===== config.mk =====
export PLATFORM = sky130hd
export DESIGN_NAME = alu_issue
export DESIGN_NICKNAME = d
export VERILOG_FILES = /design/src/rtl/alu_issue.sv
export SDC_FILE = /design/constraint.sdc
export NUM_CORES = 1
export LEC_CHECK = 0
export CAP_MARGIN = 25
export CORE_MARGIN = 3
export CORE_UTILIZATION = 36
export CTS_CLUSTER_DIAMETER = 80
export DETAILED_ROUTE_END_ITERATION = 16
export GPL_TIMING_DRIVEN = 0
export HOLD_SLACK_MARGIN = 0.1
export PLACE_DENSITY_LB_ADDON = 0.2
export SYNTH_ARGS = -nofsm -noshare
export SYNTH_HDL_FRONTEND = slang
export SYNTH_SLANG_ARGS = --single-unit
export TNS_END_PERCENT = 5

===== constraint.sdc =====
create_clock -name clk -period 3.85 [get_ports clk]
set_input_delay 1.155 -clock clk [delete_from_list [all_inputs] [get_ports clk]]
set_output_delay 1.155 -clock clk [all_outputs]
set_load 0.005 [all_outputs]

===== src/rtl/alu_issue.sv =====
// Purpose: decodes one MIPS ALU instruction, drives registered operands and ALUctr to an
//          external ALU, then captures the ALU result and the flags derived from it.
// Latency: out_valid rises two edges after acceptance; at most one instruction in flight
//          (three cycles minimum per instruction).
// Backpressure: in_ready drops from acceptance until out_ready retires the held result;
//          in_valid is ignored while busy.
// Ports:
//   clk, rst                  clock, asynchronous active-high reset
//   in_valid/in_ready         instruction handshake; instr, rs_data, rt_data are sampled on acceptance
//   alu_a, alu_b, alu_ctr     registered operands and control sent to the ALU
//   alu_result/zero/overflow  ALU response, sampled one edge after acceptance
//   out_valid/out_ready       result handshake
//   out_result, out_zero      captured result and zero flag
//   out_branch, out_trap      beq taken, signed-overflow trap (gated by TRAP_EN)
//   out_illegal               instruction could not be decoded
module alu_issue #(
  parameter bit TRAP_EN = 1'b1
) (
  input  logic        clk,
  input  logic        rst,
  input  logic        in_valid,
  output logic        in_ready,
  input  logic [31:0] instr,
  input  logic [31:0] rs_data,
  input  logic [31:0] rt_data,
  output logic [31:0] alu_a,
  output logic [31:0] alu_b,
  output logic [3:0]  alu_ctr,
  input  logic [31:0] alu_result,
  input  logic        alu_zero,
  input  logic        alu_overflow,
  output logic        out_valid,
  input  logic        out_ready,
  output logic [31:0] out_result,
  output logic        out_zero,
  output logic        out_branch,
  output logic        out_trap,
  output logic        out_illegal
);

  typedef enum logic [1:0] {IDLE, EXEC, DONE} state_t;

  state_t state_q, state_d;

  // Instruction fields. Register indices are resolved by the register file upstream,
  // so rs/rt/rd numbers themselves are not needed here.
  logic [5:0]  opcode;
  logic [5:0]  funct;
  logic [4:0]  shamt;
  logic [15:0] imm;
  logic [31:0] imm_sext;
  logic [31:0] imm_zext;
  logic        unused_reg_idx;

  assign opcode         = instr[31:26];
  assign funct          = instr[5:0];
  assign shamt          = instr[10:6];
  assign imm            = instr[15:0];
  assign imm_sext       = {{16{imm[15]}}, imm};
  assign imm_zext       = {16'h0000, imm};
  assign unused_reg_idx = ^instr[25:16];

  // Decode results, registered on acceptance.
  logic [3:0]  dec_ctr;
  logic [31:0] dec_a;
  logic [31:0] dec_b;
  logic        dec_trap_cap;
  logic        dec_beq;
  logic        dec_illegal;

  // Per-instruction attributes carried from decode to result capture.
  logic        op_trap_cap;
  logic        op_beq;
  logic        op_illegal;

  logic        accept;
  logic        capture;

  always_comb begin
    dec_ctr      = 4'b0000;
    dec_a        = 32'h0;
    dec_b        = 32'h0;
    dec_trap_cap = 1'b0;
    dec_beq      = 1'b0;
    dec_illegal  = 1'b0;
    case (opcode)
      6'b000000: begin
        case (funct)
          6'b100000: begin dec_ctr = 4'b1110; dec_a = rs_data; dec_b = rt_data; dec_trap_cap = 1'b1; end
          6'b100001: begin dec_ctr = 4'b0001; dec_a = rs_data; dec_b = rt_data; end
          6'b100010: begin dec_ctr = 4'b0100; dec_a = rs_data; dec_b = rt_data; dec_trap_cap = 1'b1; end
          6'b100011: begin dec_ctr = 4'b0101; dec_a = rs_data; dec_b = rt_data; end
          6'b100100: begin dec_ctr = 4'b0010; dec_a = rs_data; dec_b = rt_data; end
          6'b100101: begin dec_ctr = 4'b0011; dec_a = rs_data; dec_b = rt_data; end
          6'b100110: begin dec_ctr = 4'b0111; dec_a = rs_data; dec_b = rt_data; end
          6'b001000: begin dec_ctr = 4'b1100; dec_a = rs_data; dec_b = 32'h0; end
          // Shifts take the shift amount on A and the value to shift on B.
          6'b000000: begin dec_ctr = 4'b1010; dec_a = {27'h0, shamt}; dec_b = rt_data; end
          6'b000010: begin dec_ctr = 4'b1000; dec_a = {27'h0, shamt}; dec_b = rt_data; end
          6'b000011: begin dec_ctr = 4'b1001; dec_a = {27'h0, shamt}; dec_b = rt_data; end
          default:   dec_illegal = 1'b1;
        endcase
      end
      6'b001000: begin dec_ctr = 4'b1110; dec_a = rs_data; dec_b = imm_sext; dec_trap_cap = 1'b1; end
      6'b001001: begin dec_ctr = 4'b0001; dec_a = rs_data; dec_b = imm_sext; end
      6'b001100: begin dec_ctr = 4'b0010; dec_a = rs_data; dec_b = imm_zext; end
      6'b001101: begin dec_ctr = 4'b0011; dec_a = rs_data; dec_b = imm_zext; end
      6'b001110: begin dec_ctr = 4'b0111; dec_a = rs_data; dec_b = imm_zext; end
      6'b100011,
      6'b101011: begin dec_ctr = 4'b0001; dec_a = rs_data; dec_b = imm_sext; end
      6'b000100: begin dec_ctr = 4'b0101; dec_a = rs_data; dec_b = rt_data; dec_beq = 1'b1; end
      // lui is a left shift of the immediate by a constant 16.
      6'b001111: begin dec_ctr = 4'b0110; dec_a = 32'd16; dec_b = imm_zext; end
      default:   dec_illegal = 1'b1;
    endcase
  end

  assign accept  = (state_q == IDLE) && in_valid;
  assign capture = (state_q == EXEC);

  always_ff @(posedge clk or posedge rst) begin
    if (rst) begin
      state_q <= IDLE;
    end else begin
      state_q <= state_d;
    end
  end

  always_comb begin
    state_d = state_q;
    case (state_q)
      IDLE:    if (in_valid) state_d = EXEC;
      EXEC:    state_d = DONE;
      DONE:    if (out_ready) state_d = IDLE;
      default: state_d = IDLE;
    endcase
  end

  // rst gates in_ready directly so no instruction is offered while reset is held.
  assign in_ready  = (state_q == IDLE) && !rst;
  assign out_valid = (state_q == DONE);

  always_ff @(posedge clk or posedge rst) begin
    if (rst) begin
      alu_a       <= 32'h0;
      alu_b       <= 32'h0;
      alu_ctr     <= 4'b0000;
      op_trap_cap <= 1'b0;
      op_beq      <= 1'b0;
      op_illegal  <= 1'b0;
      out_result  <= 32'h0;
      out_zero    <= 1'b0;
      out_branch  <= 1'b0;
      out_trap    <= 1'b0;
      out_illegal <= 1'b0;
    end else begin
      if (accept) begin
        alu_a       <= dec_a;
        alu_b       <= dec_b;
        alu_ctr     <= dec_ctr;
        op_trap_cap <= dec_trap_cap;
        op_beq      <= dec_beq;
        op_illegal  <= dec_illegal;
      end
      if (capture) begin
        // An undecodable op reports a zero result and a clear Zero flag even though
        // the ALU sees 0 op 0 and would report Zero=1.
        out_result  <= op_illegal ? 32'h0 : alu_result;
        out_zero    <= op_illegal ? 1'b0 : alu_zero;
        out_branch  <= alu_zero && op_beq;
        out_trap    <= TRAP_EN && alu_overflow && op_trap_cap;
        out_illegal <= op_illegal;
      end
    end
  end

endmodule


==> results of run 1 <==
-- layout make-up --
| class | instances | share of cell area (%) |
|---|---|---|
| Buffer | 36 | 2.26 |
| Clock buffer | 11 | 3.07 |
| Clock inverter | 5 | 0.791 |
| Inverter | 7 | 0.396 |
| Multi-Input combinational cell | 282 | 24.2 |
| Sequential cell | 109 | 35.9 |
| Tap cell | 172 | 2.84 |
| Timing Repair Buffer | 228 | 30.5 |
-- stage by stage --
stage	power [mW]	util, %
after floorplan	1.92	-
after global placement	2.58	56.7
after detailed placement	2.62	57.1
after CTS	3.56	59.4
after global routing	3.73	59.4
final	3.52	59.4
-- metal layers --
metal,global-route usage [%],vias to the layer above
met4,4.75,0
met3,8.11,14
li1,-,2054
met1,24.7,2134
met2,34.4,183
met5,0,-
-- logic make-up after synthesis --
group           after synthesis  share of synthesized area (%)
compound gates              152                           24.3
xor+xnor                      1                          0.184
buf+inv                      43                           4.15
flops                       109                           57.2
mux                           3                          0.656
simple gates                126                           13.5
-- critical path, cell delays in order --
cell             delay (ns)
clkdlybuf4s50_1        0.66
inv_1                  0.16
o31ai_1                0.25
o21ai_1                0.28
nor3_1                 0.79
buf_2                  0.36
a221o_1                0.14
-- registers in the layout, summed over array words and instances (netlist names) --
| name | flops |
|---|---|
| out_result | 32 |
| alu_b | 32 |
| alu_a | 32 |
| out_zero | 1 |
| op_illegal | 1 |
| op_trap_cap | 1 |
| alu_ctr | 4 |
| out_trap | 1 |
| op_beq | 1 |
| out_branch | 1 |
| out_illegal | 1 |
| state_q | 2 |
-- report_power, final --
part           internal [mW]  leakage (nW)  switching, mW  total [mW]
clock                  0.508         0.140          0.428       0.936
combinational          0.630          1.68          0.497        1.13
sequential              1.34          1.50          0.115        1.46
-- worst paths after layout --
check | startpoint | end | slack [ns] | cells after the start
min in group asynchronous | rst | state_q[1] | 1.06 | 2
min reg2reg | op_trap_cap | op_trap_cap | 0.47 | 2
min | op_trap_cap | op_trap_cap | 0.47 | 2
max in group asynchronous | rst | alu_b[20] | 2.12 | 4
max reg2reg | state_q[1] | alu_b[23] | 1.22 | 6
max | instr[29] | alu_b[23] | 0.34 | 7
-- cells in the final DEF (no fill, tap or decap), types with 2 or more instances in the layout --
master,instances
clkdlybuf4s50_1,225
a21oi_1,7
clkbuf_16,9
a31oi_1,2
a221o_1,20
nand3_1,2
buf_12,3
nor3_1,5
dfrtp_1,109
buf_2,5
or4_4,2
clkbuf_1,28
nand2_1,48
nor2b_1,2
a22o_1,43
nor2_1,13
o31ai_1,5
o21ai_0,40
inv_1,6
nand2b_1,40
clkinvlp_4,2
mux2i_1,2
a22oi_1,2
and2_1,5
a21o_1,16
nor4_1,6
a211oi_1,2
buf_6,4
==> metrics.txt, run 1 <==
initial antenna violation count 0; Leakage 3.31 nW; Ant. Diodes 0; Syn. warnings 0; area delta synth->final 59.3%; die height 121 µm; DIE WIDTH 121 µm; Max-slew headroom 42.0%; placed cell area 0.00730 mm²; Post-CTS Hold Buffers 0; starting density of the core 37.3%; GRT Residual Overflow 0; RePlAce Congestion 0.816; Slew Viols, Final 0; vias in the first global route 4,645; clock skew 0.00909 ns; met2 WL post-DR 7.26 mm; die footprint 0.0147 mm²; TritonRoute pass-1 iters 4; WS Path Type input pin to flip-flop; nets 807; via count 4,385; Pwr per Cell Area 464 mW/mm²; Async SR Flop Fraction 100%; met3 WL post-DR 1.30 mm; Tmin final 3.51 ns; hpwl dp 11.2 mm; Synth Cell Area 0.00477 mm²; clock sink total 109; Max IR drop VDD 0.000251 V; DRT antenna net count 0; first-pass GRT wire length 23.9 mm; Worst setup EP type flip-flop; crit-path max FO 10; Synth top cells by count dfrtp_1 (109), nand2_1 (48), a22o_1 (43); TritonCTS buffer count 9; Clock Pin Slew Worst Setup and Hold Paths 0.07 ns; FF+latch count, synth 109; area leader, netlist dfrtp_1; DRC viols 0; post-CTS resize count 0; Tightest Hold Check Type flip-flop to flip-flop; Clk Latency, worst-skew pair 0.35 ns; area share of the largest cell type after synthesis 57.2%; port buffer count 225; largest net degree at the start of global routing 41; sequential fraction of the synthesis area 57.2%; hold slack final 0.469 ns; met1 WL 6.09 mm; CP Launch Type input pin; Clock Tree Root clkbuf_16; Most used DFF post-synth dfrtp_1; final setup TNS 0 ns; Tcrit/Tclk final 91.1%; unrepaired setup endpoints after global routing no; I/O pin count 240; Least-Margin Pin Slew 0.864 ns; CP arrival 3.80 ns; Core Region 0.0128 mm²; Mapped Nets 568; Final Hold Fails 0; FF/Latch Area 0.00273 mm²; EDFF count, synth 0; dpl cells 834; worst setup margin 0.341 ns; status complete, no violations; library cells used by synthesis 45; Detailed Route WL 14.8 mm; Via density 5.16; gr usage total 20.4%; CTS tree done; Synth area leaders dfrtp_1 (57%), a22o_1 (7.9%), nand2b_1 (5.3%); number of max-cap violations 0; H-tree levels 3; mean area per synthesized cell 11.0 µm²; Avg WL per Cell 17.5 µm; DR top layer met4; area taken by multi-input logic gates 0.00184 mm²; critical path required time 4.14 ns; Rows 41; fraction of layout cells with a size suffix above 1 4.72%; Design Area, Final 0.00759 mm²; Fillers 1,032; Post-Synthesis Cells 434; total setup buffers inserted after CTS 0; final setup vio count 0; clk buf depth 2; most frequent cell after synthesis dfrtp_1; Finished Layout Cells 850; dpl ws 0.0559 ns; Fmax achieved 285 MHz; DR iter-0 viols 231
No activity file was read; power rests on OpenSTA's default activity.
==> inputs of run 2 (changes only) <==
- TNS_END_PERCENT: 5 -> 20
==> results of run 2 <==
The final DEF is identical to that of run 1; final timing and power are the same.
==> inputs of run 3 (changes only) <==
- CORE_UTILIZATION: 36 -> 30
==> run 3 against run 2 <==
Against the previous run: count of clock-buffer cells in the layout down 1; register-to-register slack about the same; flip-flop and latch count unchanged; sequential share of layout area down 0.19 points; worst hold slack better by 0.010 ns; largest cell class unchanged; largest power group unchanged.
==> metrics.txt, run 3 (synthesis results as in run 1) <==
Clock Tree Root clkbuf_16; status complete, no violations; H-tree levels 3; Leakage 3.31 nW; biggest regs alu_a (32), alu_b (32), out_result (32); Hold Crit Start out_result[28]; r2r worst-path depth 6; number of max-cap violations 0; Least-Margin Pin Slew 0.866 ns; hold slack final 0.479 ns; Tightest Hold Check Type flip-flop to flip-flop; CP arrival 2.34 ns; first-pass GRT wire length 24.9 mm; CP Launch Type input pin; initial antenna violation count 1; total power 3.49 mW; Fmax achieved 286 MHz; crit path max-delay cell type clkdlybuf4s50_1; clock sink total 109; most common cell after layout, fill and taps aside clkdlybuf4s50_1; commonest non-fill, non-tap cells in the layout clkdlybuf4s50_1 (225), dfrtp_1 (109), nand2_1 (48), a22o_1 (43); Max-slew headroom 41.8%; Tcrit/Tclk final 90.7%; area delta synth->final 60.1%; Tmin final 3.49 ns; Ant. Diodes 0; die height 132 µm; Clk Latency, worst-skew pair 0.35 ns; Top cell by count, worst path clkdlybuf4s50_1; fraction of layout cells with a size suffix above 1 4.87%; Fillers 1,444; Detailed Route WL 15.4 mm; DRT antenna net count 0; Slew Viols, Final 0; Rows 45; reg-to-reg startpoint state_q[1]; critical path required time 2.69 ns; port buffer count 225; TritonRoute pass-1 iters 4; placed cell area 0.00735 mm²; crit-path max FO 2; Avg WL per Cell 17.3 µm; Max IR drop VDD 0.000213 V; final setup vio count 0; nets 807; hpwl dp 11.8 mm; GRT Residual Overflow 0; WS Path Type input pin to primary output; Pwr per Cell Area 458 mW/mm²; vias in the first global route 4,700; Worst setup EP type primary output; TritonCTS buffer count 9; die footprint 0.0174 mm²; DRC viols 0; Core Region 0.0154 mm²; worst path cell trace clkdlybuf4s50_1 -> nor3_1 -> clkdlybuf4s50_1; Critical Path Max Stage Delay 0.55 ns; post-CTS resize count 0; Design Area, Final 0.00763 mm²; I/O pin count 240; CTS tree done; total setup buffers inserted after CTS 0; Via density 4.86; Cells on Worst Hold Path 2; clk buf depth 2; Clock Pin Slew Worst Setup and Hold Paths 0.07 ns; largest net degree at the start of global routing 35; final setup TNS 0 ns; hold path endpoint out_result[28]; clock skew 0.00922 ns; DR iter-0 viols 260; DIE WIDTH 132 µm; via count 4,323; Post-CTS Hold Buffers 0; RePlAce Congestion 0.753; Final Hold Fails 0; gr usage total 17.8%; Worst R2R Setup Slack 1.23 ns; starting density of the core 31.0%; unrepaired setup endpoints after global routing no; FF-to-FF End alu_b[16]
==> run 3: report_power, final <==
part | internal (mW) | leakage (nW) | switching (mW)
clock | 0.453 | 0.140 | 0.447
sequential | 1.34 | 1.50 | 0.118
combinational | 0.630 | 1.68 | 0.502
==> run 3: worst max-delay path by stage <==
stage,from,endpoint,slack [ns]
after detailed placement,in_valid,alu_b[16],-0.03
after global placement,in_valid,alu_b[20],0.006
after floorplan,instr[27],alu_a[0],0.90
after CTS,in_valid,alu_b[16],0.34
after global routing,instr[29],alu_b[16],0.11
final,rst,in_ready,0.36
==> run 3: area by class of cell <==
cell class,instances,area (µm²),area share (%)
Tap cell,211,264,3.46
Timing Repair Buffer,228,2310,30.3
Sequential cell,109,2730,35.7
Inverter,7,30.0,0.394
Buffer,36,171,2.25
Clock buffer,10,229,3.00
Multi-Input combinational cell,282,1840,24.1
Clock inverter,6,55.1,0.722
==> run 3: worst max-delay path: cells and delay by family <==
kind / cells / cell delay [ns]
buf+inv: 2 / 1.01
simple gates: 1 / 0.17
==> run 3: routing by layer <==
layer	global-route usage (%)	vias to the layer above	wire (µm)
li1	-	2055	-
met1	21.6	2069	6380
met2	28.6	181	7190
met3	7.10	16	1530
met4	6.18	2	262
met5	0	-	17
==> run 3: metrics by stage <==
step,worst slack [ns],util [%],std cells
after CTS,0.343,49.6,889
after global placement,0.00649,47.4,870
after detailed placement,-0.0252,47.8,873
final,0.359,49.6,889
after floorplan,0.904,-,434
after global routing,0.108,49.6,889
